**src/rtl/cache_line_fill_engine.sv**
```systemverilog
// Read-miss line-fill engine: issues one L2 word read per line word and returns a registered cache entry.
// Optional critical-word-first / early restart is enabled by defining CACHE_FILL_CRIT_WORD_FIRST_EN.
module cache_line_fill_engine #(
   parameter int ADDR_W         = 32,
   parameter int DATA_W         = 32,
   parameter int WORDS_PER_LINE = 8,
   parameter int TAG_W          = 18,
   parameter int MAX_OUT        = 4,
   localparam int BO      = $clog2(DATA_W / 8),
   localparam int WO      = $clog2(WORDS_PER_LINE),
   localparam int IDX_W   = ADDR_W - TAG_W - BO - WO,
   localparam int ENTRY_W = 1 + TAG_W + DATA_W * WORDS_PER_LINE
) (
   input  logic               clk,
   input  logic               rst,
   input  logic               miss_valid,
   output logic               miss_ready,
   input  logic [ADDR_W-1:0]  miss_addr,
   input  logic               abort,
   output logic               l2_req_valid,
   input  logic               l2_req_ready,
   output logic [ADDR_W-1:0]  l2_req_addr,
   input  logic               l2_rsp_valid,
   input  logic [DATA_W-1:0]  l2_rsp_data,
   output logic               upd_entry,
   output logic [IDX_W-1:0]   upd_index,
   output logic [ENTRY_W-1:0] entry_upd_val,
   output logic               crit_valid,
   output logic [DATA_W-1:0]  crit_data,
   output logic               busy
);

   localparam int LA_W = ADDR_W - BO - WO;
   localparam logic [WO:0] N_C    = (WO + 1)'(WORDS_PER_LINE);
   localparam logic [WO:0] LAST_C = N_C - 1'b1;
   localparam logic [WO:0] MAX_C  = (WO + 1)'(MAX_OUT);

   typedef enum logic [2:0] {S_IDLE, S_REQ, S_WAIT, S_DONE, S_DRAIN} state_t;

   state_t                            state, state_nxt;
   logic [LA_W-1:0]                   line_addr;
   logic [WO-1:0]                     start, miss_start;
   logic [WO:0]                       req_cnt, rsp_cnt, out_cnt, out_nxt;
   logic [WO-1:0]                     req_idx, rsp_idx;
   logic [WORDS_PER_LINE-1:0][DATA_W-1:0] line_buf, buf_nxt;
   logic                              req_fire, rsp_fire;
   logic                              unused_bits;

`ifdef CACHE_FILL_CRIT_WORD_FIRST_EN
   assign miss_start = miss_addr[BO +: WO];
`else
   assign miss_start = '0;
`endif
   assign unused_bits = ^miss_addr[BO+WO-1:0];

   assign out_cnt      = req_cnt - rsp_cnt;
   assign req_idx      = start + req_cnt[WO-1:0];
   assign rsp_idx      = start + rsp_cnt[WO-1:0];
   assign l2_req_valid = (state == S_REQ) && (req_cnt < N_C) && (out_cnt < MAX_C);
   assign req_fire     = l2_req_valid && l2_req_ready;
   assign rsp_fire     = l2_rsp_valid && (out_cnt != '0);
   assign out_nxt      = out_cnt + (WO + 1)'(req_fire) - (WO + 1)'(rsp_fire);
   assign l2_req_addr  = ADDR_W'({line_addr, req_idx}) << BO;
   assign miss_ready   = (state == S_IDLE);
   assign busy         = (state != S_IDLE);
   assign upd_entry    = (state == S_DONE);

   always_comb begin
      buf_nxt = line_buf;
      if (rsp_fire) buf_nxt[rsp_idx] = l2_rsp_data;
   end

   // An abort that leaves nothing in flight skips DRAIN and returns to IDLE directly.
   always_comb begin
      state_nxt = state;
      case (state)
         S_IDLE:  if (miss_valid) state_nxt = S_REQ;
         S_REQ: begin
            if (abort)                                state_nxt = (out_nxt == '0) ? S_IDLE : S_DRAIN;
            else if (req_fire && (req_cnt == LAST_C)) state_nxt = S_WAIT;
         end
         S_WAIT: begin
            if (abort)                                state_nxt = (out_nxt == '0) ? S_IDLE : S_DRAIN;
            else if (rsp_fire && (rsp_cnt == LAST_C)) state_nxt = S_DONE;
         end
         S_DONE:  state_nxt = S_IDLE;
         S_DRAIN: if (out_nxt == '0) state_nxt = S_IDLE;
         default: state_nxt = S_IDLE;
      endcase
   end

   always_ff @(posedge clk or posedge rst) begin
      if (rst) begin
         state         <= S_IDLE;
         line_addr     <= '0;
         start         <= '0;
         req_cnt       <= '0;
         rsp_cnt       <= '0;
         line_buf      <= '0;
         entry_upd_val <= '0;
         upd_index     <= '0;
      end else begin
         state    <= state_nxt;
         line_buf <= buf_nxt;
         if ((state == S_IDLE) && miss_valid) begin
            line_addr <= miss_addr[ADDR_W-1 -: LA_W];
            start     <= miss_start;
            req_cnt   <= '0;
            rsp_cnt   <= '0;
         end else begin
            if (req_fire) req_cnt <= req_cnt + 1'b1;
            if (rsp_fire) rsp_cnt <= rsp_cnt + 1'b1;
         end
         // Entry is built from buf_nxt so the final word lands in the same edge.
         if ((state == S_WAIT) && (state_nxt == S_DONE)) begin
            entry_upd_val <= {1'b1, line_addr[LA_W-1 -: TAG_W], buf_nxt};
            upd_index     <= line_addr[IDX_W-1:0];
         end
      end
   end

`ifdef CACHE_FILL_CRIT_WORD_FIRST_EN
   logic first_rsp;
   assign first_rsp = rsp_fire && (rsp_cnt == '0) && ((state == S_REQ) || (state == S_WAIT));

   always_ff @(posedge clk or posedge rst) begin
      if (rst) begin
         crit_valid <= 1'b0;
         crit_data  <= '0;
      end else begin
         crit_valid <= first_rsp;
         if (first_rsp) crit_data <= l2_rsp_data;
      end
   end
`else
   assign crit_valid = 1'b0;
   assign crit_data  = '0;
`endif

endmodule

```
**config.mk**
```make
export PLATFORM = sky130hd
export DESIGN_NAME = cache_line_fill_engine
export DESIGN_NICKNAME = d
export VERILOG_FILES = /design/src/rtl/cache_line_fill_engine.sv
export SDC_FILE = /design/constraint.sdc
export NUM_CORES = 1
export LEC_CHECK = 0
export CORE_MARGIN = 2
export CORE_UTILIZATION = 52
export DETAILED_ROUTE_END_ITERATION = 7
export MAX_ROUTING_LAYER = met4
export PLACE_DENSITY = 0.8
export SLEW_MARGIN = 15
export SYNTH_ARGS = -nofsm -noshare
export SYNTH_HDL_FRONTEND = slang
export SYNTH_SLANG_ARGS = --single-unit
```
**constraint.sdc**
```tcl
create_clock -name clk -period 23.5 [get_ports clk]
set_clock_uncertainty 0.05 [all_clocks]
set_input_delay 4.7 -clock clk [delete_from_list [all_inputs] [get_ports clk]]
set_output_delay 4.7 -clock clk [all_outputs]
set_load 0.005 [all_outputs]
```
==> results of run 1 <==
## per-layer routing
metal,vias to the layer above,track usage [%],share of wire (%)
li1,5435,-,-
met1,6475,29.0,42
met2,298,37.1,50
met3,73,6.23,5.9
met4,0,6.27,2.1
met5,-,-,0
## where the power goes
part / switching, W / internal (W)
clock: 0.000372 / 0.000584
combinational: 0.000247 / 0.000302
sequential: 0.0000723 / 0.00121
## registers in the layout (all words and copies together) (netlist names)
name,count
line_addr,27
line_buf,256
rsp_cnt,4
entry_upd_val,275
upd_index,9
state,3
req_cnt,4
## final timing paths
path | to | slack [ns] | cells after the start
worst max-delay path | entry_upd_val[83]$_DFFE_PP0P_ | 15.11 | 7
worst min-delay path | entry_upd_val[274]$_DFFE_PP0P_ | 0.42 | 1
worst max register to register | entry_upd_val[83]$_DFFE_PP0P_ | 17.94 | 13
worst min register to register | entry_upd_val[274]$_DFFE_PP0P_ | 0.42 | 1
max in group asynchronous | line_buf[113]$_DFF_PP0_ | 15.73 | 5
min in group asynchronous | line_buf[6]$_DFF_PP0_ | 4.69 | 2
## layout by cell type (no fill, tap or decap), types with 10 or more instances in the layout
master           instances
conb_1                  35
dfrtp_1                578
clkbuf_8                13
clkbuf_16               57
clkbuf_1                11
inv_1                   14
mux2_1                  15
ha_1                    10
mux2_2                 551
nor2_1                  10
clkdlybuf4s50_1        382
buf_4                   22
## per-stage QoR
step	setup slack [ns]	std cells
global route	14.92	2321
floorplan	2.58	1373
CTS	15.20	2319
finish	15.11	2321
detailed placement	14.55	2217
global placement	14.58	2217
## logic make-up after synthesis
group / share of synthesized area (%)
other cells: 0.0169
xor+xnor: 0.434
simple gates: 1.35
flops: 65.1
fa+ha+maj: 0.743
compound gates: 0.321
mux: 28.7
buf+inv: 3.34
## layout make-up
| cell class | count | area share, % |
|---|---|---|
| sequential | 578 | 51.0 |
| multi-input combinational | 681 | 25.3 |
| timing repair buffer | 405 | 14.1 |
| antenna | 1 | 0.00882 |
| clock buffer | 81 | 5.80 |
| clock inverter | 21 | 1.23 |
| tap | 539 | 2.38 |
| inverter | 15 | 0.225 |
## Yosys cell counts, drive strengths merged (3+ instances only)
cell and number:
nor2 11, mux2 566, ha 10, inv 15, dfrtp 578, nand2 9, nand3 3, a21oi 6
xnor2 8, nand4 3, nor3b 3, xor2 3, buf 97
## worst max-delay path: cells and delay by family
kind / cells / cell delay, ns
buffers and inverters: 4 / 3.01
and+or+nand+nor: 2 / 0.44
muxes: 1 / 0.43
==> flow_summary.toml, run 1 <==
[status]
outcome = "finished clean"

[detailed_routing]
drtIter0Drc = 556
finalWirelength_mm = 49.0
num_vias = 12281
ant_nets = 0
wl_per_cell_um = 21.1
drc = 0
drtPass1Iterations = 4
vias_per_cell = 5.29

[synth]
syn_avg_cell_area_um2 = 16.6
netlist_area_um2 = 22200
ys_types = 39
synthArstFlopShare_pct = 100
syn_inst = 1339
synth_edf_count = 0
synth_warnings = 0
synth_ff_type = "dfrtp_1"
synth_top_area_share_pct = 65.1
yosysTopAreaCell = "dfrtp_1"
ys_top_cells_by_area = "dfrtp_1 65%, mux2_2 28%, buf_4 2.3%"
synth-seq-cells = 578
yosysSeqAreaShare_pct = 65.1

[final_layout]
fin_area_um2 = 28400
final_nets = 1819
nFillCells = 2863
final_util_pct = 67.5
drive_above_1_share_pct = 37.8
areaGrowthSynthToFinish_pct = 27.7
multiInputGateArea_um2 = 7170
regArea_um2 = 14500

[sta]
slew_viol_final = 0
slew_headroom_pct = 26.5
grt_setup_unrepaired = "false"
min_period_ns = 8.39
setup_viol = 0
finalHoldViolCount = 0
worst_slew_pin_slew_ns = 1.10
period_share_pct = 35.7
fin_tns_setup_ns = 0
finalHoldWorstSlack_ns = 0.421
max_freq_mhz = 119

[global_routing]
grt-ovfl-total = 0
grt_pass1_vias = 13222
grt_max_degree = 148
grt_pass1_wl_mm = 76.4
antenna_found_initial = 1
grt_usage_pct = 23.0

[placed_design]
place_congestion = 0.783
dpl_cell_area_um2 = 26400
portBuffers = 382
dp_hpwl_mm = 32.4

[die]
initial_core_util_pct = 52.9
placementRows = 75
core_area_um2 = 42000
pin_count = 423
die_x_um = 211
dieArea_um2 = 44400
die_height_um = 211

[setup_path]
path_class = "input port to flip-flop"
critPathRequiredTime_ns = 23.92
slowest_stage = "buf_4"
crit_arrival_ns = 8.81
crit_path_end_kind = "flip-flop"
crit_path_frequent_cell = "buf_4"
setup.worst_path.start_class = "input port"
reg2reg_from = "rsp_cnt[1]$_DFFE_PP0P_"
critPathMaxStageDelay_ns = 0.89
crit_fanout = 76
startpoint = "l2_rsp_valid"
worstPathCellList = "clkdlybuf4s50_1 -> nand3_1 -> nor4_4 -> buf_4 -> buf_4 -> buf_4 -> mux2_2"

[clocking]
numCtsBuffers = 56
htreeDepth = 2
clock_sinks = 578
cts_resized = 0
path_clk_slew_ns = 0.06
postCtsHoldBufs = 0
clk_latency_ns = 0.61
cts_root_buffer = "clkbuf_16"
cts_buffer_depth = 3
cts_tree = "yes"
post_cts_buffers = 0

[worst_hold_path]
hold_start = "entry_upd_val[274]$_DFFE_PP0P_"
min_path_type = "flip-flop to flip-flop"

[pwr]
power.density_nw_per_um2 = 98.4
total_power_w = 0.00279
p_leak_nw = 13.3
ir_worst_vdd_mv = 0.0758

[run]
cap_violations = 0
Note: power is estimated with default switching activity, not from simulation.
==> run 2: changes to the inputs <==
Clock period 23.5 ns to 8.62 ns, I/O delays scaled along.
==> run 2 against run 1 <==
Compared with the run above: utilization down 0.18 points; worst hold slack worse by 0.0040 ns; first-iteration DRC count up 22%; die area unchanged; combinational power rose to 2.8 times the previous value; global-route usage up 0.23 points; design area down 0.26%; final cell count down 0.26%; total power rose to 2.7 times the previous value.
==> flow_summary.toml, run 2 (synthesized netlist as in run 1, its figures left out) <==
[final_layout]
final_nets = 1819
regMostFlops = "entry_upd_val"
diodes = 0
drive_above_1_share_pct = 37.7
largest_reg_flops = 275
nFillCells = 2858
final_cell_mix = "578 x dfrtp_1, 551 x mux2_2, 382 x clkdlybuf4s50_1, 57 x clkbuf_16, 35 x conb_1"
final_util_pct = 67.3
layout_commonest_cell = "dfrtp_1"
fin_area_um2 = 28300
biggestRegsByFlops = "entry_upd_val: 275 flops, line_buf: 256 flops, line_addr: 27 flops"
areaGrowthSynthToFinish_pct = 27.3

[sta]
slew_headroom_pct = 13.8
finalHoldViolCount = 0
slew_viol_final = 0
period_share_pct = 57.4
finalHoldWorstSlack_ns = 0.417
grt_setup_unrepaired = "false"
worst_slack_ns = 3.67
setup_viol = 0
worst_slew_pin_slew_ns = 1.29
min_period_ns = 4.95
max_freq_mhz = 202

[setup_path]
crit_arrival_ns = 3.17
critPathMaxStageDelay_ns = 0.55
r2r_cells = 12
setup.worst_path.start_class = "flip-flop"
path_buf_inv = 2
path_class = "flip-flop to primary output"
path_delay_family = "adder cells"
crit_path_end_kind = "primary output"
worstPathCellList = "ha_1 -> inv_1 -> fa_1 -> xnor2_1 -> ha_1 -> and3b_1 -> and2_1 -> clkdlybuf4s50_1"
slowest_stage = "dfrtp_1"
crit_path_frequent_cell = "ha_1"
crit_fanout = 9
worstSetupPathDepth = 8
critPathRequiredTime_ns = 6.85

[detailed_routing]
drc = 0
finalWirelength_mm = 49.9
drtIter0Drc = 676
routed.top_layer = "met4"
num_vias = 12247
wl_met2_mm = 24.4
ant_nets = 0
drtPass1Iterations = 4
vias_per_cell = 5.29
wl_per_cell_um = 21.6
wl_met3_mm = 3.34
met1_length_mm = 20.8

[worst_hold_path]
hold_depth = 1
min_path_type = "flip-flop to flip-flop"

[die]
die_x_um = 211
pin_count = 423
initial_core_util_pct = 52.9
die_height_um = 211
placementRows = 75
dieArea_um2 = 44400
core_area_um2 = 42000

[global_routing]
grt_pass1_vias = 13076
grt-ovfl-total = 0
grt_usage_pct = 23.2
grt_max_degree = 176
grt_pass1_wl_mm = 76.5
antenna_found_initial = 0

[clocking]
path_clk_slew_ns = 0.06
postCtsHoldBufs = 0
cts_tree = "yes"
clock_sinks = 578
post_cts_buffers = 0
htreeDepth = 2
numCtsBuffers = 56
cts_root_buffer = "clkbuf_16"
cts_resized = 0
clk_latency_ns = 0.59
cts_buffer_depth = 3

[placed_design]
dp_hpwl_mm = 32.6
dp_slack_ns = 3.68
portBuffers = 382
place_congestion = 0.795
dpl_cell_area_um2 = 26400

[pwr]
power.density_nw_per_um2 = 264
p_leak_nw = 13.2
ir_worst_vdd_mv = 0.209
total_power_w = 0.00748

[run]
cap_violations = 0

[status]
outcome = "finished clean"
-- run 2: changes by cell type in the layout (fill, tap and decap cells not counted), sizes merged --
cell	previous run	this run
bufinv	9	5
clkinv	6	8
diode	1	0
inv	18	15
-- run 2: report_power, final --
group          leakage [nW]  switching, W  internal, W
clock network         0.922      0.000996      0.00147
registers              7.63      0.000193      0.00331
logic                  4.69      0.000682     0.000826
-- run 2: routing by layer --
layer / vias up / global-route usage [%]
met4: 0 / 7.65
met5: - / -
met3: 79 / 6.13
li1: 5419 / -
met1: 6432 / 29.0
met2: 317 / 37.2
-- run 2: stage by stage --
step / setup TNS [ns] / std cells
finish: 0 / 2315
global route: 0 / 2315
CTS: 0 / 2313
detailed placement: 0 / 2216
global placement: 0 / 2215
floorplan: -595.05 / 1373
-- run 2: worst reg2reg max path: cells and delay by family (launching register included) --
kind                     cells  cell delay [ns]
buffers and inverters        3             1.49
AND/OR/NAND/NOR              3             0.71
adder cells (fa/ha/maj)      2             0.56
AO/OA/AOI/OAI                2             0.33
flip-flops                   1             0.49
XOR/XNOR                     1             0.10
multiplexers                 1             0.57
-- run 2: layout make-up --
cell class                      count  area [um2]  share of cell area (%)
Clock buffer                       81        1660                    5.85
Clock inverter                     16         214                   0.756
Inverter                           15        60.1                   0.212
Multi-Input combinational cell    681        7170                    25.3
Sequential cell                   578       14500                    51.1
Tap cell                          539         674                    2.38
Timing Repair Buffer              405        4060                    14.4
-- run 2: path summary, 6_finish.rpt --
check | start | slack [ns] | endpoint
worst max-delay path | rsp_cnt[0]$_DFFE_PP0P_ | 3.67 | l2_req_valid
worst min-delay path | entry_upd_val[274]$_DFFE_PP0P_ | 0.42 | entry_upd_val[274]$_DFFE_PP0P_
worst max register to register | rsp_cnt[1]$_DFFE_PP0P_ | 4.22 | entry_upd_val[187]$_DFFE_PP0P_
worst min register to register | entry_upd_val[274]$_DFFE_PP0P_ | 0.42 | entry_upd_val[274]$_DFFE_PP0P_
max in group asynchronous | rst | 5.32 | entry_upd_val[258]$_DFFE_PP0P_
min in group asynchronous | rst | 1.66 | line_buf[10]$_DFF_PP0_
